**config.mk**
```make
export PLATFORM = sky130hd
export DESIGN_NAME = neuron_sequencer
export DESIGN_NICKNAME = d
export VERILOG_FILES = /design/src/rtl/neuron_sequencer.sv
export SDC_FILE = /design/constraint.sdc
export NUM_CORES = 1
export LEC_CHECK = 0
export CORE_UTILIZATION = 63
export CTS_CLUSTER_DIAMETER = 30
export CTS_CLUSTER_SIZE = 24
export DETAILED_ROUTE_END_ITERATION = 10
export HOLD_SLACK_MARGIN = 0.03
export PLACE_DENSITY = 0.89
export SLEW_MARGIN = 30
export SYNTH_ARGS = -nofsm -noshare
export SYNTH_HDL_FRONTEND = slang
export SYNTH_SLANG_ARGS = --single-unit
```
**constraint.sdc**
```tcl
create_clock -name clk -period 8.5 [get_ports clk]
set_clock_uncertainty 0.15 [all_clocks]
set_input_delay 2.125 -clock clk [delete_from_list [all_inputs] [get_ports clk]]
set_output_delay 2.125 -clock clk [all_outputs]
set_load 0.01 [all_outputs]
```
**src/rtl/neuron_sequencer.sv**
```systemverilog
// Neuron dot-product sequencer: fetches weight/input pairs from a shared
// data memory, multiply-accumulates them and reports a step activation.
module neuron_sequencer #(
  parameter int DW = 16,
  parameter int AW = 8
) (
  input  logic          clk,
  input  logic          reset,
  input  logic          start,
  input  logic          abort,
  input  logic [AW-1:0] base_w,
  input  logic [AW-1:0] base_x,
  input  logic [AW-1:0] len,
  input  logic [DW-1:0] mem_rdata,
  output logic          mem_rd,
  output logic [AW-1:0] mem_addr,
  output logic          busy,
  output logic          done,
  output logic [31:0]   acc_out,
  output logic          act_out
);

  typedef enum logic [2:0] {
    IDLE,
    FETCH_W,
    FETCH_X,
    MAC,
    DONE
  } state_t;

  state_t st_q, st_d;

  logic [AW-1:0] bw_q, bw_d;
  logic [AW-1:0] bx_q, bx_d;
  logic [AW-1:0] len_q, len_d;
  logic [AW-1:0] idx_q, idx_d;
  logic [DW-1:0] w_q, w_d;
  logic [31:0]   acc_q, acc_d;
  logic [31:0]   res_q, res_d;

  logic signed [2*DW-1:0] prod;
  logic                   last;
  logic                   in_run;

  assign prod   = $signed(w_q) * $signed(mem_rdata);
  assign last   = (idx_q == len_q - AW'(1));
  assign in_run = (st_q == FETCH_W) || (st_q == FETCH_X) || (st_q == MAC);

  always_comb begin
    st_d     = st_q;
    bw_d     = bw_q;
    bx_d     = bx_q;
    len_d    = len_q;
    idx_d    = idx_q;
    w_d      = w_q;
    acc_d    = acc_q;
    res_d    = res_q;
    mem_rd   = 1'b0;
    mem_addr = '0;

    unique case (st_q)
      IDLE: begin
        if (start) begin
          bw_d  = base_w;
          bx_d  = base_x;
          len_d = len;
          idx_d = '0;
          acc_d = '0;
          res_d = '0;
          st_d  = (len != '0) ? FETCH_W : DONE;
        end
      end
      FETCH_W: begin
        mem_rd   = 1'b1;
        mem_addr = bw_q + idx_q;
        st_d     = FETCH_X;
      end
      FETCH_X: begin
        mem_rd   = 1'b1;
        mem_addr = bx_q + idx_q;
        w_d      = mem_rdata;
        st_d     = MAC;
      end
      MAC: begin
        acc_d = acc_q + 32'(prod);
        idx_d = idx_q + AW'(1);
        if (last) begin
          // Publish the result as the FSM enters DONE.
          res_d = acc_d;
          st_d  = DONE;
        end else begin
          st_d = FETCH_W;
        end
      end
      DONE: begin
        st_d = IDLE;
      end
      default: begin
        st_d = IDLE;
      end
    endcase

    if (abort && in_run) begin
      st_d  = IDLE;
      idx_d = '0;
      acc_d = '0;
      res_d = '0;
    end
  end

  always_ff @(posedge clk) begin
    if (reset) begin
      st_q  <= IDLE;
      bw_q  <= '0;
      bx_q  <= '0;
      len_q <= '0;
      idx_q <= '0;
      w_q   <= '0;
      acc_q <= '0;
      res_q <= '0;
    end else begin
      st_q  <= st_d;
      bw_q  <= bw_d;
      bx_q  <= bx_d;
      len_q <= len_d;
      idx_q <= idx_d;
      w_q   <= w_d;
      acc_q <= acc_d;
      res_q <= res_d;
    end
  end

  assign busy    = (st_q != IDLE);
  assign done    = (st_q == DONE);
  assign acc_out = res_q;
  assign act_out = ($signed(res_q) > 32'sd0);

endmodule

```
==> results.ini <==
[global_route]
grt.overflow.total=0
grt_max_degree=49
antenna_found_initial=0
grtUsageTotal_pct=35.2
grt_pass1_vias=14185
grt_pass1_wl_um=71800

[cells_and_area]
stdcell_area_mm2=0.0180
drive_above_1_share_pct=7.56
utilization_pct=71.8
fin_nets=2322
n_fill_cell=1752
area_delta_synth_final_pct=12.1
layoutNonFillerInstCount=2222

[timing]
setup_viol=0
finalMaxSlewViolations=0
worstMarginPinSlew_ns=0.877
final.setup.tns_ns=0
relSlewSlack_pct=41.4
max_freq_mhz=122
rsz0062_at_grt=no
final-hold-violation-count=0
fin_crit_sh_pct=96.8
period_minus_slack_ns=8.22

[critical_path]
critPathCaptureType=flip-flop
worstPathBufferInverterCount=5
path_cells=clkdlybuf4s50_1 -> nand2_1 -> buf_4 -> fa_1 -> fa_1 -> fa_1 -> inv_1 -> fa_1 -> fa_1 -> inv_1 -> fa_1 -> inv_1 -> ha_1 -> o211ai_2 -> nor2_1 -> and4_1 -> nor3_2 -> or3_4 -> a211o_1 -> nand3_1
crit_slowest_cell=clkdlybuf4s50_1
path_common_cell=fa_1
critPathRequiredTime_ns=8.72
critPathLaunch=mem_rdata[1]
startpoint_type=input pin
crit_fanout=9
reg2reg_from=w_q[15]
crit_arrival_ns=8.44
cp_top_family=adder cells
critical_path_class=in2reg
max_stage_delay_ns=0.70

[clocking]
cts_root_buf=clkbuf_16
cts_tree=done
htree_levels=4
cts_hold_buf=0
cts.sinks=115
post_cts_buffers=0
cts_made_buffers=17
clock_path_buffers=2
cts.clk_slew.worst_paths_ns=0.07
clkLatencyLatePin_ns=0.43

[logic_synthesis]
ys_seq_area_share_pct=14.3
syn_inst=1803
synthDistinctLibCells=66
netlist_area_mm2=0.0161
ys_seq_elements=115
synth_nets=2247
synth_commonest_cells=inv_1, fa_1, nand2_1
synth_async_sr_flop_share_pct=0
ys.flop_type=dfxtp_1
syn_avg_cell_area_um2=8.92
ys_top_cells_by_area=fa_1, dfxtp_1, ha_1
synth_top_cell_by_area=fa_1
synth-edff-count=0
netlist.area_leader.share_pct=36.5
yosysWarnings=0
yosysMostFrequentCell=inv_1

[pwr]
p_leak_nw=8.76
swShare_pct=50.3
p_per_area_mw_per_mm2=231
pwr-share-clk_pct=17.7
ir_drop_uv=209
combPwrFrac_pct=67.0
net-switching-power_mw=2.10
internal-power_mw=2.07
pwr-share-seq_pct=15.2

[min_path]
hold_path.class=reg2reg
hold_path.startpoint=bx_q[7]

[floorplan]
die_area_mm2=0.0262
initial_core_util_pct=64.0
core_mm2=0.0251
io_pins=88
dieHeight_um=162
rows=58
die_w_um=162

[run_status]
outcome=finished clean

[routing]
drt_iter0_drc=948
ant_nets=0
vias=13074
wirelength_um=42700
firstDrtPassIters=8
routedWlPerCell_um=19.2
routed_via_density=5.88
drc=0

[run]
maxCapViolations=0

[place]
port_buffers=87
placed_area_mm2=0.0174
place_congestion=0.939
dp_cells=2189
dp_hpwl_um=32800

==> worst min-delay path: cells and delay by family, from the launching register on <==
kind	cells	cell delay (ns)
compound gates	1	0.05
flops	1	0.31
simple gates	1	0.05
==> registers in the layout, summed over array words and instances, names as in the netlist <==
signal   flops
acc_out     32
acc_q       32
bw_q         8
bx_q         8
idx_q        8
len_q        8
st_q         3
w_q         16
==> logic make-up (layout without fill, tap and decap cells) <==
kind of cell | count (synthesis) | count (layout) | share of synthesized area (%)
simple gates | 580 | 580 | 17.6
buf+inv | 428 | 516 | 10.3
fa+ha+maj | 400 | 400 | 44.8
compound gates | 222 | 222 | 9.69
flops | 115 | 115 | 14.3
xor+xnor | 51 | 51 | 2.78
mux | 7 | 7 | 0.444
other cells | 0 | 1 | 0
==> path summary, 6_finish.rpt <==
check	end	slack, ns	cells after the start
hold reg to reg	bx_q[7]	0.31	2
setup reg to reg	acc_out[31]	1.87	19
hold / removal	bx_q[7]	0.31	2
setup / recovery	acc_out[31]	0.28	20
==> metal layers <==
layer	vias up	track usage, %	wire [um]
met3	168	7.43	3760
met5	-	0	0
met1	6435	45.0	16600
met4	0	16.7	1990
met2	743	57.2	20400
li1	5728	-	-
==> power groups by stage <==
stage	combinational [mW]	sequential (mW)	clock, mW
detailed placement	2.64	0.643	0
floorplan	1.86	0.602	0
global placement	2.53	0.641	0
finish	2.79	0.635	0.738
CTS	2.74	0.632	0.741
global route	3.06	0.639	0.763
==> layout by cell type (no fill, tap or decap), types with 5 or more instances in the layout <==
cell type / netlist / layout
inv_1: 348 / 348
nand3_2: 16 / 16
mux2i_1: 6 / 6
a22o_1: 16 / 16
nand4_1: 11 / 11
a21oi_2: 18 / 18
a21o_1: 20 / 20
a22oi_1: 15 / 15
and3_1: 6 / 5
fa_1: 293 / 293
xnor2_1: 42 / 42
o31ai_1: 7 / 7
and2_1: 126 / 125
clkdlybuf4s50_1: 0 / 83
o21ai_0: 19 / 18
inv_6: 0 / 5
xor2_1: 9 / 9
clkbuf_16: 0 / 17
nand2_1: 274 / 274
nand2b_1: 9 / 9
o211ai_1: 6 / 6
dfxtp_1: 115 / 115
nand3_1: 21 / 21
o21bai_1: 5 / 5
inv_8: 0 / 7
ha_1: 107 / 107
nor4_1: 11 / 11
buf_4: 3 / 46
o21ai_1: 5 / 6
a21oi_1: 75 / 75
nor3_1: 15 / 14
nor2_1: 67 / 66
==> repair_timing <==
item	CTS	global route
setup endpoints to repair	0	7
gates resized for setup	0	6
endpoints found under the hold margin	0	0
==> layout make-up <==
cell class	instances	area (um2)	share of cell area (%)
clock inverters	15	171	0.951
inverters	349	1310	7.27
diodes	1	2.50	0.0139
repair buffers	135	1250	6.93
multi-input cells	1260	12200	67.4
clock buffers	17	425	2.36
well taps	330	413	2.29
flip-flops and latches	115	2300	12.8
==> per-stage QoR <==
stage / hold WS, ns / setup slack (ns) / power [mW]
5_1_grt: 0.321 / 0.0188 / 4.46
2_1_floorplan: 0.277 / 0.561 / 2.46
3_5_place_dp: 0.298 / -0.119 / 3.28
3_3_place_gp: 0.294 / -0.0447 / 3.17
4_1_cts: 0.308 / 0.198 / 4.11
6_report: 0.307 / 0.275 / 4.17
No activity file was read; power rests on OpenSTA's default activity.
